--- config.mk ---
export PLATFORM = sky130hd
export DESIGN_NAME = seg7_scan_595
export DESIGN_NICKNAME = d
export VERILOG_FILES = /design/src/rtl/seg7_pkg.sv /design/src/rtl/seg7_scan_595_encode.sv /design/src/rtl/seg7_scan_595.sv
export SDC_FILE = /design/constraint.sdc
export NUM_CORES = 1
export LEC_CHECK = 0
export BUFFER_PORTS_ARGS = -buffer_cell sky130_fd_sc_hd__clkbuf_2
export CAP_MARGIN = 25
export CORE_ASPECT_RATIO = 1.4
export CORE_UTILIZATION = 59
export CTS_BUF_LIST = sky130_fd_sc_hd__clkbuf_4 sky130_fd_sc_hd__clkbuf_8
export DETAILED_ROUTE_END_ITERATION = 12
export PLACE_DENSITY = 0.79
export SLEW_MARGIN = 40
export SYNTH_ARGS = -nofsm -noshare
export SYNTH_HDL_FRONTEND = slang
export SYNTH_SLANG_ARGS = --single-unit
--- constraint.sdc ---
create_clock -name clk_i -period 3.02 [get_ports clk_i]
set_clock_uncertainty 0.15 [all_clocks]
set_input_delay 0.302 -clock clk_i [delete_from_list [all_inputs] [get_ports clk_i]]
set_output_delay 0.302 -clock clk_i [all_outputs]
set_load 0.05 [all_outputs]
--- src/rtl/seg7_pkg.sv ---
// Shared constants, segment lookup table and FSM state type for the 595 display scanner.
package seg7_pkg;

    localparam int unsigned WORD_W = 16;
    localparam int unsigned SEG_W  = 8;
    localparam int unsigned CODE_W = 4;

    localparam logic [CODE_W-1:0] CODE_BLANK = 4'd10;
    localparam logic [CODE_W-1:0] CODE_MINUS = 4'd11;

    // Segment patterns {dp,g,f,e,d,c,b,a}; dp bit is always 0 here and merged later.
    localparam logic [SEG_W-1:0] SEG_LUT [16] = '{
        8'h3F, 8'h06, 8'h5B, 8'h4F, 8'h66, 8'h6D, 8'h7D, 8'h07,
        8'h7F, 8'h6F, 8'h00, 8'h40, 8'h00, 8'h00, 8'h00, 8'h00
    };

    typedef enum logic [1:0] {
        ST_LOAD  = 2'd0,
        ST_SHIFT = 2'd1,
        ST_LATCH = 2'd2,
        ST_DWELL = 2'd3
    } state_e;

endpackage

--- src/rtl/seg7_scan_595_encode.sv ---
// Combinational code-to-segment decode with decimal point and blanking.
module seg7_encode
    import seg7_pkg::*;
(
    input  logic [CODE_W-1:0] code_i,
    input  logic              dp_i,
    input  logic              blank_i,
    output logic [SEG_W-1:0]  seg_o
);

    // Blanking clears every segment including the decimal point.
    always_comb begin
        seg_o = '0;
        if (!blank_i) begin
            seg_o = {dp_i, SEG_LUT[code_i][SEG_W-2:0]};
        end
    end

endmodule

--- src/rtl/seg7_scan_595.sv ---
// Multiplexed 7-segment scanner driving a pair of daisy-chained 74HC595 shift registers.
module seg7_scan_595
    import seg7_pkg::*;
#(
    parameter int unsigned NUM_DIGITS   = 4,
    parameter int unsigned DWELL_CYCLES = 64,
    parameter int unsigned BLINK_BITS   = 6
) (
    input  logic                    clk_i,
    input  logic                    rst_i,
    input  logic [4*NUM_DIGITS-1:0] digits_i,
    input  logic [NUM_DIGITS-1:0]   dp_i,
    input  logic                    colon_i,
    input  logic [NUM_DIGITS-1:0]   blink_mask_i,
    output logic                    sclk_o,
    output logic                    data_o,
    output logic                    latch_en_o,
    output logic                    frame_o
);

    localparam int unsigned IDX_W = (NUM_DIGITS > 1) ? $clog2(NUM_DIGITS) : 1;
    localparam int unsigned DW_W  = $clog2(DWELL_CYCLES + 1);
    localparam int unsigned BIT_W = $clog2(2 * WORD_W);

    localparam logic [IDX_W-1:0] LAST_IDX  = IDX_W'(NUM_DIGITS - 1);
    localparam logic [DW_W-1:0]  LAST_DW   = DW_W'(DWELL_CYCLES - 1);
    localparam logic [BIT_W-1:0] LAST_BIT  = BIT_W'(2 * WORD_W - 1);

    state_e                  state_q, state_d;
    logic [IDX_W-1:0]        idx_q, idx_d;
    logic [BLINK_BITS-1:0]   frame_cnt_q, frame_cnt_d;
    logic [BIT_W-1:0]        bit_q, bit_d;
    logic [DW_W-1:0]         dwell_q, dwell_d;
    logic [WORD_W-1:0]       word_q, word_d;
    logic                    sclk_q, sclk_d;
    logic                    data_q, data_d;
    logic                    latch_q, latch_d;
    logic                    frame_q, frame_d;

    logic [SEG_W-1:0]        seg_c;
    logic [SEG_W-1:0]        dig_c;
    logic                    blank_c;

    assign blank_c = frame_cnt_q[BLINK_BITS-1] & blink_mask_i[idx_q];

    seg7_encode u_encode (
        .code_i  (digits_i[{idx_q, 2'b00} +: CODE_W]),
        .dp_i    (dp_i[idx_q]),
        .blank_i (blank_c),
        .seg_o   (seg_c)
    );

    // Digit byte: active-low select for the current digit, unused selects high, colon on top.
    always_comb begin
        dig_c = '1;
        for (int unsigned k = 0; k < 7; k++) begin
            if (k < NUM_DIGITS) begin
                dig_c[k] = (IDX_W'(k) != idx_q);
            end
        end
        dig_c[7] = colon_i;
    end

    // Next-state and registered-output logic; outputs default low outside SHIFT/LATCH.
    always_comb begin
        state_d     = state_q;
        idx_d       = idx_q;
        frame_cnt_d = frame_cnt_q;
        bit_d       = bit_q;
        dwell_d     = dwell_q;
        word_d      = word_q;
        sclk_d      = 1'b0;
        data_d      = 1'b0;
        latch_d     = 1'b0;
        frame_d     = 1'b0;
        case (state_q)
            ST_LOAD: begin
                word_d  = {dig_c, seg_c};
                bit_d   = '0;
                data_d  = dig_c[7];
                state_d = ST_SHIFT;
            end
            ST_SHIFT: begin
                if (bit_q == LAST_BIT) begin
                    bit_d   = '0;
                    latch_d = 1'b1;
                    state_d = ST_LATCH;
                    if (idx_q == LAST_IDX) begin
                        frame_d     = 1'b1;
                        frame_cnt_d = BLINK_BITS'(frame_cnt_q + 1'b1);
                    end
                end else begin
                    bit_d  = BIT_W'(bit_q + 1'b1);
                    sclk_d = bit_d[0];
                    // Two cycles per bit, MSB first: bit index 15 - (bit_d/2).
                    data_d = word_q[~bit_d[BIT_W-1:1]];
                end
            end
            ST_LATCH: begin
                dwell_d = '0;
                state_d = ST_DWELL;
            end
            ST_DWELL: begin
                if (dwell_q == LAST_DW) begin
                    dwell_d = '0;
                    idx_d   = (idx_q == LAST_IDX) ? '0 : IDX_W'(idx_q + 1'b1);
                    state_d = ST_LOAD;
                end else begin
                    dwell_d = DW_W'(dwell_q + 1'b1);
                end
            end
            default: state_d = ST_LOAD;
        endcase
    end

    // State, counters and output registers with asynchronous reset.
    always_ff @(posedge clk_i or posedge rst_i) begin
        if (rst_i) begin
            state_q     <= ST_LOAD;
            idx_q       <= '0;
            frame_cnt_q <= '0;
            bit_q       <= '0;
            dwell_q     <= '0;
            word_q      <= '0;
            sclk_q      <= 1'b0;
            data_q      <= 1'b0;
            latch_q     <= 1'b0;
            frame_q     <= 1'b0;
        end else begin
            state_q     <= state_d;
            idx_q       <= idx_d;
            frame_cnt_q <= frame_cnt_d;
            bit_q       <= bit_d;
            dwell_q     <= dwell_d;
            word_q      <= word_d;
            sclk_q      <= sclk_d;
            data_q      <= data_d;
            latch_q     <= latch_d;
            frame_q     <= frame_d;
        end
    end

    assign sclk_o     = sclk_q;
    assign data_o     = data_q;
    assign latch_en_o = latch_q;
    assign frame_o    = frame_q;

endmodule

==> results.json, run 1 <==
{
  "cts_buffers": 5,
  "seq_power_share_pct": 57.8,
  "cts-resized-gates": 0,
  "r2r_cells": 5,
  "grt_pass1_vias": 1602,
  "grt_pass1_wl_mm": 6.555,
  "dieHeight_um": 73.55,
  "fill_cells": 256,
  "placed_cell_area_mm2": 0.002352,
  "finalCritPeriodShare_pct": 88.01,
  "ys_ff_latch": 40,
  "crit_family": "multiplexers",
  "clkSinkCount": 40,
  "ir_drop_uv": 411.7,
  "yosys_warnings": 0,
  "fin_util_pct": 71.02,
  "power_density_mw_per_mm2": 389.1,
  "antenna_found_initial": 0,
  "worst-r2r-setup-slack_ns": 0.36,
  "num_rows": 25,
  "power.leakage_uw": 0.001206,
  "die_area_mm2": 0.003905,
  "grt_util_all_layers_pct": 23.85,
  "htreeDepth": 2,
  "crit_required_ns": 3.05,
  "synth_seq_area_share_pct": 46.40,
  "cp-start-kind": "register",
  "place_congestion": 0.7569,
  "drive_gt1_share_pct": 22.78,
  "port_buffers": 30,
  "critPathKind": "register to register",
  "slew_headroom_pct": 61.72,
  "dpl.hpwl_mm": 2.935,
  "boundaryPins": 31,
  "drtAntennaViolNets": 0,
  "wl_per_cell_um": 14.10,
  "dpl.cell_count": 269,
  "tritoncts": "built",
  "synth_area_per_cell_um2": 10.68,
  "wl_mm": 3.907,
  "vias": 1591,
  "fin_nets": 280,
  "cp_num_buf_inv": 0,
  "dieWidth_um": 53.10,
  "fin_cells": 277,
  "dr.pass1.iters": 4,
  "p_sw_share_pct": 21.68,
  "syn-num-nets": 245,
  "drv_cap": 0,
  "gr-total-overflow": 0,
  "crit_path_max_fanout": 4,
  "internal_power_uw": 744.6,
  "synthCells": 202,
  "post_cts_buffers": 0,
  "finalHoldViolations": 0,
  "outcome": "finished clean",
  "root_buffer": "clkbuf_8",
  "drtIter0Drc": 35,
  "finalSetupTns_ns": 0,
  "finalSetupViolations": 0,
  "hold_class": "input port to register",
  "power.clock.fraction_pct": 35.4,
  "critical_path_depth": 5,
  "n_antenna_cell": 0,
  "fin_area_mm2": 0.002444,
  "rsz0062_at_grt": "no",
  "period_needed_ns": 2.658,
  "crit_chain": "ha_1 > xnor2_1 > mux4_1 > mux4_2 > a22o_1",
  "worstSkewPairLatency_ns": 0.29,
  "setup.worst_path.end_class": "register",
  "syn_area_mm2": 0.002157,
  "syn2layout_area_growth_pct": 13.28,
  "initial_utilization_pct": 62.69,
  "route.detailed.drc": 0,
  "drv_slew": 0,
  "power_frac_comb_pct": 6.8,
  "worstMarginPinSlew_ns": 0.5693,
  "power_switching_uw": 206.2,
  "cpPeakStageDelay_ns": 0.61,
  "core_area_mm2": 0.003441,
  "hold_depth": 2,
  "grt_max_degree": 41,
  "slowest_stage": "mux4_1",
  "clockBufferDepth": 2,
  "fmax_ghz": 0.3762,
  "vias_per_cell": 5.744,
  "path_clk_slew_ns": 0.07,
  "synth.distinct_cells": 33,
  "arrival_ns": 2.69
}
## cells in the mapped netlist, drive strengths merged
master / number / area share [%]
buf: 1 / 0.23
a21boi: 1 / 0.35
a21oi: 7 / 1.6
a32o: 1 / 0.46
and3: 2 / 0.58
a31o: 1 / 0.41
xor2: 2 / 0.81
nor2b: 7 / 2.0
o22ai: 5 / 1.5
nor3b: 1 / 0.35
a22o: 1 / 0.41
dfrtp: 40 / 46
o32ai: 1 / 0.41
o21ai: 18 / 4.2
mux4: 10 / 11
or2: 1 / 0.29
inv: 21 / 3.7
a211oi: 1 / 0.35
xnor2: 6 / 2.4
mux2: 4 / 2.1
o31ai: 2 / 0.70
nand3: 6 / 1.4
clkbuf: 4 / 0.70
o21bai: 1 / 0.35
ha: 16 / 9.3
nor2: 16 / 2.8
nand4: 1 / 0.29
nand2b: 2 / 0.58
nand2: 18 / 3.1
a21o: 1 / 0.35
mux2i: 1 / 0.46
and2: 3 / 0.87
## worst register-to-register path, cell delays in order, from the launching register on
cell and delay (ns):
dfrtp_1 0.41, ha_1 0.26, xnor2_1 0.45, mux4_1 0.61, mux4_2 0.47, a22o_1 0.20
## registers in the layout, summed over array words and instances, names as in the netlist
register     flops
bit_q            5
state_q          2
sclk_o           1
word_q          14
frame_o          1
dwell_q          7
frame_cnt_q      6
idx_q            2
latch_en_o       1
data_o           1
## cell usage in the layout, fill, tap and decap left out, drive strengths merged, types with 2 or more instances in the layout
cell type   n
o31ai       2
xor2        2
nand2b      2
clkbuf     36
and3        2
o22ai       5
o21ai      18
mux4       10
nand3       6
buf         2
nor2       16
and2        3
a21oi       7
mux2        4
nand2      18
xnor2       6
ha         16
nor2b       7
inv        21
dfrtp      40
## logic make-up after synthesis
kind of cell	after synthesis	share of synthesized area (%)
flops	40	46.40
fa+ha+maj	16	9.281
compound gates	40	11.02
mux	15	13.17
simple gates	57	12.30
xor+xnor	8	3.248
buf+inv	26	4.582
## stage by stage
| stage | setup slack [ns] | hold WS, ns | power, uW |
|---|---|---|---|
| after CTS | 0.3444 | 0.1075 | 961.4 |
| after detailed placement | 0.3654 | 0.2803 | 624.5 |
| after floorplan | 0.5300 | 0.2826 | 597.0 |
| after global routing | 0.2558 | 0.1210 | 989.4 |
| final | 0.3620 | 0.1161 | 950.7 |
| after global placement | 0.4512 | 0.2754 | 620.4 |
## power groups by stage
stage	logic (uW)	registers, uW	clock network (uW)
2_1_floorplan	38.9	558	0
6_report	64.6	549	337
4_1_cts	65.9	549	346
3_5_place_dp	64.7	560	0
3_3_place_gp	60.7	560	0
5_1_grt	71.1	550	368
## repair_timing
item | in CTS | in global routing
endpoints found under the setup margin | 0 | 0
hold buffers | 1 | 0
hold endpoints to repair | 40 | 0
## final timing paths
path,from,to
setup / recovery,bit_q[0],data_o
setup reg to reg,bit_q[0],data_o
hold reg to reg,frame_cnt_q[5],frame_cnt_q[5]
hold / removal,colon_i,data_o
min in group asynchronous,rst_i,dwell_q[4]
max in group asynchronous,rst_i,word_q[1]
## metal layers
metal | share of wire (%) | vias to the layer above | global-route usage (%)
met1 | 37 | 769 | 24.41
met2 | 56 | 47 | 43.18
met3 | 4.6 | 8 | 5.590
met4 | 2.4 | 0 | 12.87
met5 | 0 | - | 0
li1 | - | 767 | -
## area by class of cell
cell class	count	area, um^2	share of cell area, %
inverter	21	78.83	3.226
tap	40	50.05	2.048
multi-input combinational	136	1057	43.27
clock inverter	1	5.005	0.2048
clock buffer	6	76.32	3.123
timing repair buffer	33	175.2	7.168
sequential	40	1001	40.96
Note: power is estimated with default switching activity, not from simulation.
==> run 2: changes to the inputs <==
CAP_MARGIN = default   (was 25)
PLACE_DENSITY = default   (was 0.79)
PLACE_DENSITY_LB_ADDON = 0.12   (was default)
==> run 2 against run 1 <==
  * First-iteration DRC count is 26% lower
  * Count of clock-buffer cells in the layout unchanged
  * Hold slack worse by 0.011 ns
  * Global-route usage down 0.69 points
  * Power up 3.1%
  * Critical endpoint unchanged
  * Largest power group unchanged
==> results.json, run 2 (synthesized netlist as in run 1, its figures left out) <==
{
  "period_needed_ns": 2.646,
  "antenna_found_initial": 0,
  "initial_utilization_pct": 62.69,
  "r2r_cells": 5,
  "crit_path_max_fanout": 4,
  "num_rows": 25,
  "holdCritStartpoint": "colon_i",
  "route.detailed.drc": 0,
  "drive_gt1_share_pct": 23.11,
  "internal_power_uw": 760.6,
  "grt_pass1_vias": 1508,
  "grt_util_all_layers_pct": 23.16,
  "rsz0062_at_grt": "no",
  "gr-total-overflow": 0,
  "boundaryPins": 31,
  "finalSetupViolations": 0,
  "drtIter0Drc": 26,
  "power.leakage_uw": 0.001212,
  "place_congestion": 0.7861,
  "worstSkewPairLatency_ns": 0.29,
  "outcome": "finished clean",
  "crit_required_ns": 3.06,
  "htreeDepth": 2,
  "wl_per_cell_um": 13.73,
  "worstMarginPinSlew_ns": 0.5133,
  "grt_pass1_wl_mm": 6.410,
  "path_clk_slew_ns": 0.07,
  "clkSinkCount": 40,
  "hold_depth": 2,
  "finalSetupTns_ns": 0,
  "wl_mm": 3.818,
  "die_area_mm2": 0.003905,
  "fin_nets": 280,
  "worstHoldEndpoint": "data_o",
  "finalCritPeriodShare_pct": 87.63,
  "tritoncts": "built",
  "reg2reg_from": "bit_q[0]",
  "clockBufferDepth": 2,
  "arrival_ns": 2.68,
  "syn2layout_area_growth_pct": 13.80,
  "slew_headroom_pct": 65.49,
  "power_frac_comb_pct": 6.4,
  "worst-r2r-setup-slack_ns": 0.37,
  "placed_cell_area_mm2": 0.002352,
  "port_buffers": 30,
  "power.clock.fraction_pct": 37.6,
  "largest_reg_flops": 14,
  "drtAntennaViolNets": 0,
  "dieHeight_um": 73.55,
  "setup.worst_path.end_class": "register",
  "power_density_mw_per_mm2": 399.2,
  "fin_area_mm2": 0.002455,
  "drv_cap": 0,
  "critPathKind": "register to register",
  "fmax_ghz": 0.3779,
  "cts_buffers": 5,
  "root_buffer": "clkbuf_8",
  "vias_per_cell": 5.597,
  "dpl.hpwl_mm": 2.878,
  "drv_slew": 0,
  "power_switching_uw": 219.5,
  "vias": 1556,
  "core_area_mm2": 0.003441,
  "seq_power_share_pct": 56.0,
  "layout_setup_ws_ns": 0.3737,
  "hold_class": "input port to register",
  "top_register": "word_q",
  "p_sw_share_pct": 22.39,
  "r2r_end": "data_o",
  "n_antenna_cell": 0,
  "grt_max_degree": 41,
  "cp-start-kind": "register",
  "dr.pass1.iters": 4,
  "finalHoldViolations": 0,
  "reg.largest.list": "word_q x14, dwell_q x7, frame_cnt_q x6",
  "ir_drop_uv": 395.4,
  "dp_slack_ns": 0.3583,
  "layout_common_cells": "40 x dfrtp_1, 30 x clkbuf_2, 21 x inv_1",
  "dieWidth_um": 53.10,
  "final_common_cell": "dfrtp_1"
}
run 2: worst max-delay path, stage by stage, from the launching register on:
cell     delay (ns)
dfrtp_1        0.42
ha_1           0.26
xnor2_1        0.42
mux4_1         0.62
mux4_2         0.48
a22o_1         0.20
run 2: layout make-up:
cell class	instances	area (um^2)
Tap cell	40	50.05
Inverter	21	78.83
Clock buffer	6	82.58
Clock inverter	2	10.01
Fill cell	258	985.9
Multi-Input combinational cell	136	1057
Timing Repair Buffer	33	175.2
Sequential cell	40	1001
run 2: how the worst max path moves through the flow:
stage                         from     end  slack, ns
after detailed placement  bit_q[0]  data_o       0.36
after CTS                 bit_q[0]  data_o       0.34
final                     bit_q[0]  data_o       0.37
after floorplan           bit_q[0]  data_o       0.53
after global routing      bit_q[0]  data_o       0.26
after global placement    bit_q[0]  data_o       0.44
run 2: metal layers:
layer / wire (um) / vias to the layer above / global-route usage (%)
li1: - / 767 / -
met1: 1666 / 742 / 28.57
met2: 1912 / 41 / 37.97
met3: 175 / 6 / 6.625
met4: 63 / 0 / 8.772
met5: 0 / - / 0
run 2: what timing repair did:
item | in CTS | in global routing
hold endpoints to repair | 40 | 0
setup buffers | 0 | 0
hold buffers | 1 | 0
resized for setup | 0 | 0
run 2: power by group through the flow:
stage               Sequential [uW]  Clock [uW]  Combinational (uW)
global route                    550         403                71.6
finish                          549         368                62.8
floorplan                       558           0                38.9
detailed placement              560           0                63.0
global placement                560           0                60.7
CTS                             549         376                64.1
run 2: through the flow:
step	power (uW)	util [%]	cells	hold slack, ns
6_report	980.0	71.35	278	0.1047
5_1_grt	1025	71.35	278	0.09944
4_1_cts	989.5	71.35	278	0.09715
3_5_place_dp	622.9	68.36	269	0.2791
3_3_place_gp	620.5	68.36	269	0.2694
2_1_floorplan	597.0	-	202	0.2826
==> run 3: changes to the inputs <==
PLACE_DENSITY = 0.87   (was default)
PLACE_DENSITY_LB_ADDON = default   (was 0.12)
SKIP_LAST_GASP = 1   (was default)
==> run 3 against run 2 <==
  * Sequential share of layout area down 0.37 points
  * Via count up 0.64%
  * Power up 8.6%
  * Die area unchanged
  * Global-route usage up 1.7 points
  * First-iteration DRC count up 150%
  * Final area up 0.92%
  * Utilization up 0.65 points
  * Cell count unchanged
  * Count of clock-buffer cells in the layout down 1
  * Sequential power about the same
  * Critical path type unchanged
  * Critical endpoint unchanged
==> results.json, run 3 (synthesized netlist as in run 1, its figures left out) <==
{
  "outcome": "finished clean",
  "fin_area_mm2": 0.002477,
  "clockBufferDepth": 2,
  "drtIter0Drc": 64,
  "vias": 1566,
  "critPathKind": "register to register",
  "root_buffer": "clkbuf_8",
  "dieHeight_um": 73.55,
  "slowest_stage": "mux4_1",
  "wl_mm": 4.001,
  "cp-start-kind": "register",
  "port_buffers": 30,
  "finalHoldViolations": 0,
  "power_switching_uw": 237.6,
  "period_needed_ns": 2.677,
  "syn2layout_area_growth_pct": 14.85,
  "fmax_ghz": 0.3736,
  "arrival_ns": 2.72,
  "crit_chain": "ha_1 > xnor2_1 > mux4_1 > mux4_2 > a22o_1",
  "p_sw_share_pct": 22.32,
  "path_clk_slew_ns": 0.08,
  "gr-total-overflow": 0,
  "fin_nets": 280,
  "drv_cap": 0,
  "power_density_mw_per_mm2": 429.7,
  "cpPeakStageDelay_ns": 0.61,
  "worst-r2r-setup-slack_ns": 0.34,
  "layout_common_cells": "40 x dfrtp_1, 30 x clkbuf_2, 21 x inv_1",
  "drtAntennaViolNets": 0,
  "place_congestion": 0.7954,
  "largest_reg_flops": 14,
  "hold_ws_ns": 0.1129,
  "top_register": "word_q",
  "reg.largest.list": "word_q x14, dwell_q x7, frame_cnt_q x6",
  "seq_power_share_pct": 51.6,
  "grt_pass1_vias": 1604,
  "final_common_cell": "dfrtp_1",
  "r2r_cells": 5,
  "route.detailed.drc": 0,
  "worstSkewPairLatency_ns": 0.30,
  "power_frac_comb_pct": 6.1,
  "rsz0062_at_grt": "no",
  "num_rows": 25,
  "grt_pass1_wl_mm": 6.817,
  "antenna_found_initial": 0,
  "dieWidth_um": 53.10,
  "ir_drop_uv": 443.6,
  "grt_max_degree": 41,
  "initial_utilization_pct": 62.69,
  "dpl.hpwl_mm": 2.902,
  "cts_buffers": 5,
  "wl_per_cell_um": 14.39,
  "vias_per_cell": 5.633,
  "placed_cell_area_mm2": 0.002352,
  "crit_required_ns": 3.06,
  "finalCritPeriodShare_pct": 88.63,
  "n_antenna_cell": 0,
  "hold_depth": 2,
  "clkSinkCount": 40,
  "core_area_mm2": 0.003441,
  "crit_path_max_fanout": 4,
  "finalSetupViolations": 0,
  "drive_gt1_share_pct": 23.11,
  "layout_setup_ws_ns": 0.3433,
  "die_area_mm2": 0.003905,
  "finalSetupTns_ns": 0,
  "worstMarginPinSlew_ns": 0.5896,
  "htreeDepth": 2,
  "cts-resized-gates": 0,
  "dp_slack_ns": 0.3625,
  "dr.pass1.iters": 4,
  "internal_power_uw": 826.9,
  "hold_class": "input port to register",
  "slew_headroom_pct": 60.35,
  "power.clock.fraction_pct": 42.3,
  "setup.worst_path.end_class": "register",
  "grt_util_all_layers_pct": 24.90,
  "power.leakage_uw": 0.001216,
  "total_power_uw": 1065,
  "drv_slew": 0,
  "boundaryPins": 31,
  "tritoncts": "built"
}
[run 3: worst paths after layout]
check / end / start
setup / recovery: data_o / bit_q[0]
hold / removal: word_q[15] / colon_i
setup reg to reg: data_o / bit_q[0]
hold reg to reg: word_q[14] / word_q[14]
max in group asynchronous: sclk_o / rst_i
min in group asynchronous: state_q[1] / rst_i
[run 3: per-stage QoR]
stage | instances | util, %
floorplan | 202 | -
global placement | 269 | 68.36
detailed placement | 269 | 68.36
CTS | 278 | 72.00
global route | 278 | 72.00
finish | 278 | 72.00
[run 3: worst max-delay path: cells and delay by family, from the launching register on]
kind                     cells  cell delay, ns
multiplexers                 2            1.09
adder cells (fa/ha/maj)      1            0.25
flip-flops                   1            0.42
AO/OA/AOI/OAI                1            0.22
XOR/XNOR                     1            0.43
[run 3: cell type report]
cell class / instances / area [um^2]
Timing Repair Buffer: 33 / 175.2
Clock buffer: 5 / 68.82
Multi-Input combinational cell: 136 / 1057
Tap cell: 40 / 50.05
Sequential cell: 40 / 1001
Fill cell: 261 / 963.4
Inverter: 21 / 78.83
Clock inverter: 3 / 46.29
[run 3: repair_timing]
item	CTS	global route
setup buffers	0	0
endpoints found under the hold margin	40	0
hold buffers	1	0
[run 3: power groups by stage]
| stage | clock [uW] | sequential [uW] | combinational [uW] |
|---|---|---|---|
| floorplan | 0 | 558 | 38.9 |
| global placement | 0 | 560 | 60.4 |
| detailed placement | 0 | 560 | 63.4 |
| CTS | 454 | 550 | 65.3 |
| global route | 473 | 551 | 72.0 |
| finish | 450 | 550 | 64.5 |
[run 3: routing by layer]
metal	up-vias	global-route usage [%]	routed length (um)
li1	760	-	-
met1	762	28.13	1595
met2	39	43.32	2163
met3	5	5.590	154
met4	0	11.99	87
met5	-	0	0
